<file path="config.mk">
export PLATFORM = sky130hd
export DESIGN_NAME = regbank_wb_scheduler_flat
export DESIGN_NICKNAME = d
export VERILOG_FILES = /design/src/rtl/regbank_wb_scheduler_if.sv /design/src/rtl/regbank_wb_scheduler.sv /design/src/flat_wrapper.sv
export SDC_FILE = /design/constraint.sdc
export NUM_CORES = 1
export LEC_CHECK = 0
export CORE_AREA = 2 2 104 106
export CTS_BUF_LIST = sky130_fd_sc_hd__clkbuf_4 sky130_fd_sc_hd__clkbuf_8 sky130_fd_sc_hd__clkbuf_16
export DETAILED_ROUTE_END_ITERATION = 8
export DIE_AREA = 0 0 106 108
export PLACE_DENSITY = 0.62
export SLEW_MARGIN = 15
export SYNTH_ARGS = -nofsm -noshare
export SYNTH_HDL_FRONTEND = slang
export SYNTH_SLANG_ARGS = --single-unit
</file>
<file path="constraint.sdc">
create_clock -name clk -period 9 [get_ports clk]
set_clock_uncertainty 0.1 [all_clocks]
set_input_delay 2.25 -clock clk [delete_from_list [all_inputs] [get_ports clk]]
set_output_delay 2.25 -clock clk [all_outputs]
set_load 0.05 [all_outputs]
</file>
<file path="src/rtl/regbank_wb_scheduler_if.sv">
// Writeback scheduler bus: ALU/LDR requesters, bank write port,
// issue-stage hazard check and scoreboard status.
interface regbank_wb_scheduler_if #(
  parameter int DATA_W   = 32,
  parameter int ADDR_W   = 4,
  parameter int NUM_REGS = 16
);
  logic                alu_valid;
  logic [ADDR_W-1:0]   alu_dest;
  logic [DATA_W-1:0]   alu_data;
  logic                alu_ready;
  logic                ldr_valid;
  logic [ADDR_W-1:0]   ldr_dest;
  logic [DATA_W-1:0]   ldr_data;
  logic                ldr_ready;
  logic                wr_en;
  logic [ADDR_W-1:0]   wr_dest;
  logic [DATA_W-1:0]   wr_data;
  logic                issue_valid;
  logic [ADDR_W-1:0]   issue_dest;
  logic [ADDR_W-1:0]   issue_src1;
  logic [ADDR_W-1:0]   issue_src2;
  logic                issue_stall;
  logic [NUM_REGS-1:0] pending;
  logic                wb_err;

  modport master (
    output alu_valid, alu_dest, alu_data,
    output ldr_valid, ldr_dest, ldr_data,
    output issue_valid, issue_dest,
    output issue_src1, issue_src2,
    input  alu_ready, ldr_ready,
    input  wr_en, wr_dest, wr_data,
    input  issue_stall, pending, wb_err
  );

  modport slave (
    input  alu_valid, alu_dest, alu_data,
    input  ldr_valid, ldr_dest, ldr_data,
    input  issue_valid, issue_dest,
    input  issue_src1, issue_src2,
    output alu_ready, ldr_ready,
    output wr_en, wr_dest, wr_data,
    output issue_stall, pending, wb_err
  );
endinterface

</file>
<file path="src/rtl/regbank_wb_scheduler.sv">
// Round-robin ALU/LDR writeback arbiter driving the register bank
// write port, plus a per-register pending scoreboard for issue stalls.
module regbank_wb_scheduler #(
  parameter int DATA_W   = 32,
  parameter int ADDR_W   = 4,
  parameter int NUM_REGS = 16
) (
  input logic                 clk,
  input logic                 rst_n,
  regbank_wb_scheduler_if.slave bus
);

  logic                last_grant;
  logic                alu_gnt;
  logic                ldr_gnt;
  logic                acc;
  logic [ADDR_W-1:0]   acc_dest;
  logic [DATA_W-1:0]   acc_data;
  logic                hazard;
  logic                issue_acc;
  logic [NUM_REGS-1:0] pend_q;
  logic [NUM_REGS-1:0] pend_d;
  logic [NUM_REGS-1:0] set_mask;
  logic [NUM_REGS-1:0] clr_mask;
  logic                wr_en_q;
  logic [ADDR_W-1:0]   wr_dest_q;
  logic [DATA_W-1:0]   wr_data_q;
  logic                err_q;
  logic                err_d;

  always_comb begin
    alu_gnt = rst_n && bus.alu_valid
            && (!bus.ldr_valid || last_grant);
    ldr_gnt = rst_n && bus.ldr_valid
            && (!bus.alu_valid || !last_grant);
    acc      = alu_gnt || ldr_gnt;
    acc_dest = alu_gnt ? bus.alu_dest : bus.ldr_dest;
    acc_data = alu_gnt ? bus.alu_data : bus.ldr_data;

    // Registered pending only: a committing write does not unstall.
    hazard = pend_q[bus.issue_src1]
           | pend_q[bus.issue_src2]
           | pend_q[bus.issue_dest];
    issue_acc = rst_n && bus.issue_valid && !hazard;

    set_mask = '0;
    clr_mask = '0;
    if (issue_acc) set_mask[bus.issue_dest] = 1'b1;
    if (wr_en_q)   clr_mask[wr_dest_q]      = 1'b1;
    // Set applied last so it wins a same-register collision.
    pend_d = (pend_q & ~clr_mask) | set_mask;

    err_d = err_q | (acc && !pend_q[acc_dest]);
  end

  always_ff @(posedge clk or negedge rst_n) begin
    if (!rst_n) begin
      last_grant <= 1'b1;
      wr_en_q    <= 1'b0;
      wr_dest_q  <= '0;
      wr_data_q  <= '0;
      pend_q     <= '0;
      err_q      <= 1'b0;
    end else begin
      wr_en_q <= acc;
      if (acc) begin
        wr_dest_q  <= acc_dest;
        wr_data_q  <= acc_data;
        last_grant <= ldr_gnt;
      end
      pend_q <= pend_d;
      err_q  <= err_d;
    end
  end

  assign bus.alu_ready   = alu_gnt;
  assign bus.ldr_ready   = ldr_gnt;
  assign bus.issue_stall = rst_n && bus.issue_valid && hazard;
  assign bus.wr_en       = wr_en_q;
  assign bus.wr_dest     = wr_dest_q;
  assign bus.wr_data     = wr_data_q;
  assign bus.pending     = pend_q;
  assign bus.wb_err      = err_q;

endmodule

</file>
<file path="src/flat_wrapper.sv">
// flat-port wrapper written by rule: the top's interface ports become plain ports
module regbank_wb_scheduler_flat 
#(
  parameter int DATA_W   = 32,
  parameter int ADDR_W   = 4,
  parameter int NUM_REGS = 16
)
  (clk, rst_n, bus_alu_valid, bus_alu_dest, bus_alu_data, bus_ldr_valid, bus_ldr_dest, bus_ldr_data, bus_issue_valid, bus_issue_dest, bus_issue_src1, bus_issue_src2, bus_alu_ready, bus_ldr_ready, bus_wr_en, bus_wr_dest, bus_wr_data, bus_issue_stall, bus_pending, bus_wb_err);
  regbank_wb_scheduler_if #(.DATA_W(DATA_W), .ADDR_W(ADDR_W), .NUM_REGS(NUM_REGS)) bus_i ();
  input logic clk;
  input logic rst_n;
  input wire logic [$bits(bus_i.alu_valid)-1:0] bus_alu_valid;
  input wire logic [$bits(bus_i.alu_dest)-1:0] bus_alu_dest;
  input wire logic [$bits(bus_i.alu_data)-1:0] bus_alu_data;
  input wire logic [$bits(bus_i.ldr_valid)-1:0] bus_ldr_valid;
  input wire logic [$bits(bus_i.ldr_dest)-1:0] bus_ldr_dest;
  input wire logic [$bits(bus_i.ldr_data)-1:0] bus_ldr_data;
  input wire logic [$bits(bus_i.issue_valid)-1:0] bus_issue_valid;
  input wire logic [$bits(bus_i.issue_dest)-1:0] bus_issue_dest;
  input wire logic [$bits(bus_i.issue_src1)-1:0] bus_issue_src1;
  input wire logic [$bits(bus_i.issue_src2)-1:0] bus_issue_src2;
  output wire logic [$bits(bus_i.alu_ready)-1:0] bus_alu_ready;
  output wire logic [$bits(bus_i.ldr_ready)-1:0] bus_ldr_ready;
  output wire logic [$bits(bus_i.wr_en)-1:0] bus_wr_en;
  output wire logic [$bits(bus_i.wr_dest)-1:0] bus_wr_dest;
  output wire logic [$bits(bus_i.wr_data)-1:0] bus_wr_data;
  output wire logic [$bits(bus_i.issue_stall)-1:0] bus_issue_stall;
  output wire logic [$bits(bus_i.pending)-1:0] bus_pending;
  output wire logic [$bits(bus_i.wb_err)-1:0] bus_wb_err;
  assign bus_i.alu_valid = bus_alu_valid;
  assign bus_i.alu_dest = bus_alu_dest;
  assign bus_i.alu_data = bus_alu_data;
  assign bus_i.ldr_valid = bus_ldr_valid;
  assign bus_i.ldr_dest = bus_ldr_dest;
  assign bus_i.ldr_data = bus_ldr_data;
  assign bus_i.issue_valid = bus_issue_valid;
  assign bus_i.issue_dest = bus_issue_dest;
  assign bus_i.issue_src1 = bus_issue_src1;
  assign bus_i.issue_src2 = bus_issue_src2;
  assign bus_alu_ready = bus_i.alu_ready;
  assign bus_ldr_ready = bus_i.ldr_ready;
  assign bus_wr_en = bus_i.wr_en;
  assign bus_wr_dest = bus_i.wr_dest;
  assign bus_wr_data = bus_i.wr_data;
  assign bus_issue_stall = bus_i.issue_stall;
  assign bus_pending = bus_i.pending;
  assign bus_wb_err = bus_i.wb_err;
  regbank_wb_scheduler #(.DATA_W(DATA_W), .ADDR_W(ADDR_W), .NUM_REGS(NUM_REGS)) u_core (.clk(clk), .rst_n(rst_n), .bus(bus_i));
endmodule
</file>
# Word level (Yosys, flattened, before mapping)
# Index checks and enable logic that the tools add are counted.
word_totals:
  out_inout_bits: 57
  reg_bits: 55
classes:
  order_cmp: 7
  muxes: 16
  reduce_logical: 18
  bitwise_logic: 6
op_table:
  columns: ["op", "count"]
  rows:
  - ["16-bit 2-to-1 mux", 2]
  - ["32-bit 2-to-1 mux", 1]
  - ["4-bit by 5-bit less-than comparator with 1-bit output (second input constant)", 5]
  - ["16-bit AND", 1]
  - ["1-bit binary-select mux with 4-bit select", 4]
  - ["16-bit NOT", 1]
  - ["16-bit OR", 1]
  - ["1-bit logical AND", 10]
  - ["1-bit demux with 4-bit select", 2]
  - ["4-bit by 1-bit >= comparator with 1-bit output (second input constant)", 2]
  - ["1-bit 2-to-1 mux", 6]
  - ["1-bit zero test", 5]
  - ["4-bit 2-to-1 mux", 1]
  - ["1-bit logical OR", 3]
  - ["1-bit OR", 3]

# Logic depth before layout (Yosys ltp)
# Gate-level depths: netlist of run 1.
depth:
  ltp_word: 9
  ltp_mapped: 9
  mapped_depth_nobuf: 7

# Worst setup path before layout of run 1
# OpenSTA, ideal clock, no wires.
synth_path:
  kind: "input to output"
  startpoint: "input port bus_issue_dest[0]"
  endpoint: "output port bus_issue_stall"
  slack_ps: 2704
  n_path_buf: 1
  stages: 5
  required_time_ps: 6650
  arrival_time_ps: 3946
  cell_sequence: "buf_2 mux4_2 mux4_2 nor3_2 nor2_1"
synth_between:
  elab_chain_cells: 4
synth_rtl:
  columns: ["element", "line_no", "rtl"]
  rows:
  - ["from (decl)", "flat_wrapper.sv:19", "input wire logic [$bits(bus_i.issue_dest)-1:0] bus_issue_dest;"]
  - ["1-bit binary-select mux with 4-bit select", "regbank_wb_scheduler.sv:43", "| pend_q[bus.issue_dest];"]
  - ["1-bit 2-to-1 mux (not written as such)", "regbank_wb_scheduler.sv:43", null]
  - ["1-bit OR", "regbank_wb_scheduler.sv:43", null]
  - ["1-bit logical AND", "regbank_wb_scheduler.sv:78", "assign bus.issue_stall = rst_n && bus.issue_valid && hazard;"]
  - ["to (decl)", "flat_wrapper.sv:27", "output wire logic [$bits(bus_i.issue_stall)-1:0] bus_issue_stall;"]
# No other way between the ends. The select of a mux whose other input is x is not followed.

# Worst setup path in the final report of run 1
# Same ends and word-level chain as after synthesis.

==> out/metrics.yaml, run 1 <==
worst_setup_path:
  crit_chain: "clkdlybuf4s50_1, mux4_2, mux4_2, nor3_2, nor2_1, clkdlybuf4s50_1"
  end_kind: "primary output"
  crit_required_ps: 6650
  slowest_delay_ps: 710
  critPathArrivalTime_ps: 5110
  cp-start-kind: "input port"
  cp_max_fo: 8
  criticalPathCategory: "in -> out"
  cp_slowest_cell: "clkdlybuf4s50_1"
drt:
  wl_per_cell_um: 16.9
  vias: 3136
  ant_nets: 0
  drt_first_pass_iters: 4
  drtIter0Drc: 144
  drc: 0
  avgViaCountPerCell: 5.28
  wl_um: 10100
yosys:
  syn_area_um2: 3030
  netlist_top_cells_count: "nor2_1, dfrtp_1, o22ai_1"
  synth_area_leader_cell: "dfrtp_1"
  yosysSeqAreaShare_pct: 45.5
  synth_cells: 320
  synth_area_leaders: "dfrtp_1, mux4_2, nor2_1, o22ai_1, nand2b_1"
  syn_nets: 409
  avgSynthCellArea_um2: 9.46
  synth_warnings: 0
  synth_top_cell_area_share_pct: 44.6
  synthDistinctLibCells: 30
  synth_edf_count: 0
  async_flop_share_pct: 100
  synth_seq_cells: 55
  synth_most_common_cell: "nor2_1"
  synth_ff_type: "dfrtp_1"
cells_and_area:
  final-seq-area_um2: 1380
  multiInputGateArea_um2: 1570
  drive_gt1_share_pct: 7.21
  area_growth_pct: 55.2
  num_antenna_cells: 0
  n_fill_cell: 968
  fin_nets: 546
sta:
  timing.fmax_ghz: 0.134
  whs_ps: 405
  max-slew-margin-rel_pct: 52.4
  hold_viol_final: 0
  rsz0062_at_grt: "no"
  finalSetupViolations: 0
  setup_tns_ps: 0
  post-route-min-period_ps: 7460
  drv_slew: 0
  tightestPinTransition_ps: 714
  fin_crit_sh_pct: 82.9
floorplan:
  initial_core_util_pct: 29.6
  die_h_um: 108
  core_area_um2: 10200
  die_w_um: 106
  core.rowCount: 37
  die_area_um2: 11400
  io_pins: 146
clock_tree:
  cts_sinks: 55
  cts_tree: "done"
  cts.reportedPaths.clkPinSlew_ps: 90
  htreeDepth: 2
  cts-root-buf: "clkbuf_8"
  cts_hold_buf: 0
  clock_path_buffers: 2
  cts_resized: 0
  clock_latency_ps: 300
  post-cts-setup-buffer-count: 0
  numCtsBuffers: 5
grt:
  track_usage_pct: 17.9
  grt_overflow: 0
  grt_pass1_wl_um: 16300
  antenna_found_initial: 0
  grt_max_degree: 42
  grt_pass1_vias: 3224
job:
  maxCapViolations: 0
power:
  power_switching_uw: 544
  seq_power_share_pct: 35.7
  p_leak_nw: 1.77
  swShare_pct: 46.4
  powerDensity_nw_per_um2: 249
  clock_power_share_pct: 12.8
  pwr-share-comb_pct: 51.5
  p_int_uw: 627
  ir_drop_uv: 205
placement:
  place_hpwl_um: 7260
  portBuffers: 145
  routabilityCongestion: 0.865
worst_hold_path:
  hp-class: "reg -> reg"
status:
  outcome: "finished, final reports clean"
==> stage by stage <==
| stage | instance area, um^2 | instances | utilization, % | total power, mW | worst slack [ps] |
|---|---|---|---|---|---|
| after floorplan | 3030 | 320 | - | 0.771 | 2700 |
| after global placement | 4600 | 586 | 44.9 | 1.02 | 1590 |
| after detailed placement | 4600 | 586 | 44.9 | 1.03 | 1560 |
| after CTS | 4700 | 594 | 45.9 | 1.18 | 1550 |
| after global routing | 4700 | 594 | 45.9 | 1.24 | 1410 |
| final | 4700 | 594 | 45.9 | 1.17 | 1540 |
==> critical path, delay by kind of cell <==
| family | cells | cell delay, ps |
|---|---|---|
| buffers and inverters | 2 | 1400 |
| muxes | 2 | 1030 |
| and+or+nand+nor | 2 | 430 |
==> per-layer routing <==
metal  GRT usage [%]  share of wire (%)  vias to the layer above
li1                -                  -                     1453
met5               0                  0                        -
met2            29.4                 48                      155
met1            23.4                 42                     1508
met4            7.14                2.5                        0
met3            3.25                7.3                       20
==> power by group through the flow <==
stage / Combinational, mW / Clock, mW / Sequential, mW
floorplan: 0.182 / 0 / 0.589
global placement: 0.600 / 0 / 0.417
detailed placement: 0.606 / 0 / 0.419
CTS: 0.607 / 0.158 / 0.415
global route: 0.642 / 0.168 / 0.427
finish: 0.603 / 0.150 / 0.419
==> cell families after synthesis <==
group           synth area share [%]
flops                           45.5
buf+inv                         2.73
compound gates                  18.9
mux                             14.1
simple gates                    18.7
==> state kept, by name, indices dropped and copies added (netlist names) <==
name,flops
u_core.bus.wb_err,1
u_core.bus.wr_dest,4
u_core.bus.wr_data,32
u_core.last_grant,1
u_core.bus.wr_en,1
u_core.bus.pending,16
==> area by class of cell <==
| type | instances | share of cell area [%] |
|---|---|---|
| Tap cell | 136 | 3.62 |
| Sequential cell | 55 | 29.3 |
| Inverter | 3 | 0.240 |
| Multi-Input combinational cell | 244 | 33.4 |
| Timing Repair Buffer | 148 | 31.3 |
| Clock buffer | 8 | 2.21 |
==> cells in the final DEF (no fill, tap or decap), types with 13 or more instances in the layout <==
cell               n
o21ai_1           13
nor2_1            71
mux4_2            15
nand2b_1          19
clkdlybuf4s50_1  144
dfrtp_1           54
nand2_1           19
o22ai_1           32
o21ai_0           22
==> worst paths after layout <==
kind / from / end / slack (ps) / depth (start not counted)
setup / recovery: bus_issue_dest[0] / bus_issue_stall / 1540 / 6
hold / removal: u_core.bus.wb_err / u_core.bus.wb_err / 400 / 1
setup reg to reg: u_core.last_grant / u_core.bus.wb_err / 6330 / 7
hold reg to reg: u_core.bus.wb_err / u_core.bus.wb_err / 400 / 1
max in group asynchronous: rst_n / u_core.bus.wr_dest[0] / 6020 / 2
min in group asynchronous: rst_n / u_core.bus.wr_data[12] / 1890 / 1
No activity file was read; power rests on OpenSTA's default activity.
==> inputs of run 2 (changes only) <==
Settings changed: PLACE_DENSITY 0.62 to 0.64.
Clock period 9 ns to 6.3 ns, I/O delays scaled along.
==> run 2 against run 1 <==
  * Setup slack worse by 830 ps
  * Sequential power increased by 42%
  * Cell count is the same
  * Total power is 42% higher
  * Count of clock-buffer cells in the layout decreased by 1
  * Flip-flop and latch count unchanged
  * Clock power rose by 32%
  * Combinational power rose by 43%
  * Global-route usage barely moved
  * Register-to-register slack worse by 2800 ps
  * Design area is 0.21% lower
  * First-iteration DRC count grew 31%
  * Critical path type unchanged
  * Critical endpoint unchanged
  * Highest routed layer unchanged
==> out/metrics.yaml, run 2 (synthesis results as in run 1) <==
placement:
  routabilityCongestion: 0.896
  place_area_um2: 4600
  place_hpwl_um: 7340
  dp_cells: 586
  portBuffers: 145
drt:
  wl_um: 10300
  drc: 0
  drt_first_pass_iters: 4
  avgViaCountPerCell: 5.19
  vias: 3082
  ant_nets: 0
  drtIter0Drc: 189
  wl_per_cell_um: 17.4
worst_setup_path:
  timing.critical_path.buf_inv: 2
  cp_max_fo: 8
  slowest_delay_ps: 680
  criticalPathCategory: "in -> out"
  end_kind: "primary output"
  critPathTopFamily: "multiplexers"
  crit_required_ps: 4620
  cp-start-kind: "input port"
  cpMostUsedCell: "mux4_2"
  cp_slowest_cell: "clkdlybuf4s50_1"
  critPathArrivalTime_ps: 3920
  crit_chain: "clkdlybuf4s50_1, mux4_2, mux4_2, nor3_2, nor2_1, buf_4"
cells_and_area:
  largest_reg_flops: 32
  stdcell_area_um2: 4690
  area_growth_pct: 54.9
  num_antenna_cells: 0
  final_cell_count_no_fill: 594
  layout_common_cells: "clkdlybuf4s50_1, nor2_1, dfrtp_1"
  drive_gt1_share_pct: 7.86
  layout_commonest_cell: "clkdlybuf4s50_1"
  fin_util_pct: 45.8
  fin_nets: 546
floorplan:
  die_area_um2: 11400
  io_pins: 146
  die_w_um: 106
  die_h_um: 108
  core_area_um2: 10200
  core.rowCount: 37
  initial_core_util_pct: 29.6
grt:
  antenna_found_initial: 0
  track_usage_pct: 17.9
  grt_pass1_vias: 3213
  grt_pass1_wl_um: 16300
  grt_overflow: 0
  grt_max_degree: 54
clock_tree:
  post-cts-setup-buffer-count: 0
  cts_tree: "done"
  cts-root-buf: "clkbuf_8"
  cts.reportedPaths.clkPinSlew_ps: 90
  cts_resized: 0
  clock_path_buffers: 2
  clock_latency_ps: 300
  cts_hold_buf: 0
  numCtsBuffers: 5
  cts_sinks: 55
  htreeDepth: 2
status:
  outcome: "finished, final reports clean"
sta:
  finalSetupViolations: 0
  setup_tns_ps: 0
  fin_crit_sh_pct: 88.8
  tightestPinTransition_ps: 738
  post-route-min-period_ps: 5590
  max-slew-margin-rel_pct: 49.4
  hold_viol_final: 0
  drv_slew: 0
  timing.fmax_ghz: 0.179
  rsz0062_at_grt: "no"
power:
  ir_drop_uv: 278
  powerDensity_nw_per_um2: 354
  swShare_pct: 47.1
  power_switching_uw: 781
  p_total_mw: 1.66
  pwr-share-comb_pct: 52.1
  p_int_uw: 879
  seq_power_share_pct: 35.9
  clock_power_share_pct: 12.0
  p_leak_nw: 1.78
worst_hold_path:
  hp-class: "reg -> reg"
job:
  maxCapViolations: 0
[run 2: cell types whose count changed in the layout (fill, tap and decap cells not counted)]
cell	delta
buf_4	+2
clkinv_2	+1
buf_12	+1
clkbuf_4	+1
clkbuf_8	-2
clkdlybuf4s50_1	-3
[run 2: routing by layer]
layer	global-route usage [%]	share of wire (%)	routed length [um]
met4	5.83	1.7	176
met5	0	0	0
met3	3.44	6.5	671
met1	21.9	41	4240
met2	31.9	51	5240
[run 2: worst reg2reg max path, cell delays in order, from the launching register on]
cell and delay, ps:
dfstp_2 570, nand2b_1 330, nand2_1 140, inv_2 180, mux2i_1 670, mux2i_1 280, mux2i_1 90, a221o_1 340
[run 2: final timing paths]
check	slack [ps]	depth (start not counted)	to	startpoint
worst max-delay path	710	6	bus_issue_stall	bus_issue_dest[0]
min in group asynchronous	1040	1	u_core.bus.wb_err	rst_n
max in group asynchronous	4120	2	u_core.bus.wr_data[13]	rst_n
worst min-delay path	420	2	u_core.bus.wr_data[4]	u_core.bus.wr_data[4]
worst max register to register	3490	7	u_core.bus.wb_err	u_core.last_grant
worst min register to register	420	2	u_core.bus.wr_data[4]	u_core.bus.wr_data[4]
[run 2: power by group through the flow]
| stage | logic (mW) | clock network (mW) | registers [mW] |
|---|---|---|---|
| 2_1_floorplan | 0.260 | 0 | 0.842 |
| 6_report | 0.865 | 0.198 | 0.597 |
| 5_1_grt | 0.915 | 0.219 | 0.608 |
| 3_3_place_gp | 0.858 | 0 | 0.596 |
| 3_5_place_dp | 0.865 | 0 | 0.597 |
| 4_1_cts | 0.867 | 0.205 | 0.590 |
[run 2: through the flow]
| step | worst slack, ps | hold WS [ps] |
|---|---|---|
| floorplan | 1350 | 415 |
| detailed placement | 704 | 409 |
| CTS | 697 | 432 |
| finish | 708 | 425 |
| global placement | 749 | 377 |
| global route | 614 | 460 |
[run 2: area by class of cell]
cell class	instances	area (um^2)
repair buffers	148	1470
flip-flops and latches	55	1380
well taps	136	170
clock buffers	7	83.8
multi-input cells	244	1570
clock inverters	1	5.00
inverters	3	11.3
fillers	951	5540
==> inputs of run 3 (changes only) <==
Settings changed: CORE_AREA 2 2 104 106 to 2 2 76 78, DIE_AREA 0 0 106 108 to 0 0 78 80, DONT_BUFFER_PORTS set to 1, PLACE_DENSITY 0.64 to 0.75, SETUP_SLACK_MARGIN set to 0.5.
==> run 3 against run 2 <==
  * Utilization up 13 points
  * Setup slack gained 720 ps
  * Combinational power is 66% lower
  * Worst hold slack better by 35 ps
  * Critical path depth decreased by 2
  * Clock power increased by 6%
  * Cell count is 35% lower
  * Die area is 45% lower
  * Design area fell by 32%
  * First-iteration DRC count decreased by 7.9%
  * Largest power group is now sequential cells
==> out/metrics.yaml, run 3 (synthesis results as in run 1) <==
status:
  outcome: "finished, final reports clean"
drt:
  ant_nets: 0
  dr.max_layer_used: "met4"
  avgViaCountPerCell: 6.61
  wl_um: 7780
  wl_met1_um: 2920
  vias: 2539
  drtIter0Drc: 174
  wl_per_cell_um: 20.3
  drc: 0
  wl_met2_um: 3870
  wl_met3_um: 859
  drt_first_pass_iters: 4
cells_and_area:
  layout_commonest_cell: "nor2_1"
  fin_nets: 400
  layout_common_cells: "nor2_1, dfrtp_1, o22ai_1"
  largest_reg_flops: 32
  drive_gt1_share_pct: 9.94
  area_growth_pct: 4.55
  final_cell_count_no_fill: 384
  fin_util_pct: 58.6
  num_antenna_cells: 0
worst_setup_path:
  cp_max_fo: 8
  cp-start-kind: "input port"
  crit_required_ps: 4620
  end_kind: "primary output"
  criticalPathCategory: "in -> out"
  critPathArrivalTime_ps: 3200
grt:
  antenna_found_initial: 0
  grt_pass1_wl_um: 12300
  grt_max_degree: 65
  grt_overflow: 0
  track_usage_pct: 25.2
  grt_pass1_vias: 2464
clock_tree:
  clock_path_buffers: 2
  clock_latency_ps: 300
  post-cts-setup-buffer-count: 0
  cts_tree: "done"
  numCtsBuffers: 5
  cts-root-buf: "clkbuf_8"
  cts_resized: 0
  cts.reportedPaths.clkPinSlew_ps: 90
  cts_sinks: 55
  htreeDepth: 2
  cts_hold_buf: 0
power:
  powerDensity_nw_per_um2: 447
  swShare_pct: 50.6
  pwr-share-comb_pct: 20.9
  clock_power_share_pct: 14.8
  power_switching_uw: 716
  p_leak_nw: 1.20
  seq_power_share_pct: 64.3
  p_int_uw: 699
  ir_drop_uv: 241
floorplan:
  io_pins: 146
  core.rowCount: 27
  initial_core_util_pct: 56.0
  core_area_um2: 5410
  die_area_um2: 6240
  die_w_um: 78
  die_h_um: 80
placement:
  routabilityCongestion: 0.865
  dp_cells: 376
  place_hpwl_um: 5640
  portBuffers: 0
sta:
  max-slew-margin-rel_pct: 41.2
  setup_tns_ps: 0
  tightestPinTransition_ps: 878
  hold_viol_final: 0
  finalSetupViolations: 0
  drv_slew: 0
  timing.fmax_ghz: 0.205
  rsz0062_at_grt: "no"
  post-route-min-period_ps: 4880
  fin_crit_sh_pct: 77.4
worst_hold_path:
  hp-class: "reg -> reg"
job:
  maxCapViolations: 0
==> run 3: metal layers <==
layer	global-route usage, %	vias up
met5	0	-
met4	8.07	0
met3	6.79	10
met2	43.0	152
met1	31.3	1220
li1	-	1157
==> run 3: worst paths after layout <==
kind,from,endpoint,slack (ps),depth (start not counted)
setup / recovery,bus_issue_dest[0],bus_issue_stall,1420,4
hold / removal,u_core.last_grant,u_core.last_grant,460,2
setup reg to reg,u_core.last_grant,u_core.bus.wb_err,3120,8
hold reg to reg,u_core.last_grant,u_core.last_grant,460,2
max in group asynchronous,rst_n,u_core.last_grant,5040,0
min in group asynchronous,rst_n,u_core.bus.pending[12],860,0
==> run 3: power by group through the flow <==
| stage | clock network (mW) | logic [mW] | registers [mW] |
|---|---|---|---|
| CTS | 0.214 | 0.295 | 0.904 |
| floorplan | 0 | 0.260 | 0.842 |
| detailed placement | 0 | 0.295 | 0.911 |
| global placement | 0 | 0.284 | 0.910 |
| finish | 0.209 | 0.296 | 0.910 |
| global route | 0.230 | 0.332 | 0.921 |
==> run 3: cell type report <==
type / instances / area, um^2
Clock buffer: 8 / 104
Fill cell: 467 / 2240
Inverter: 3 / 11.3
Multi-Input combinational cell: 244 / 1570
Sequential cell: 55 / 1380
Tap cell: 72 / 90.1
Timing Repair Buffer: 2 / 15.0
==> run 3: metrics by stage <==
stage | hold WS, ps | power (mW) | area [um^2] | setup slack [ps]
3_3_place_gp | 424 | 1.19 | 3060 | 1470
3_5_place_dp | 446 | 1.21 | 3060 | 1440
5_1_grt | 490 | 1.48 | 3170 | 1370
2_1_floorplan | 415 | 1.10 | 3030 | 1350
6_report | 460 | 1.41 | 3170 | 1420
4_1_cts | 459 | 1.41 | 3170 | 1440
==> run 3: critical path, cell delays in order <==
cell,delay (ps)
mux4_2,460
mux4_2,490
nor3_2,370
nor2_1,310
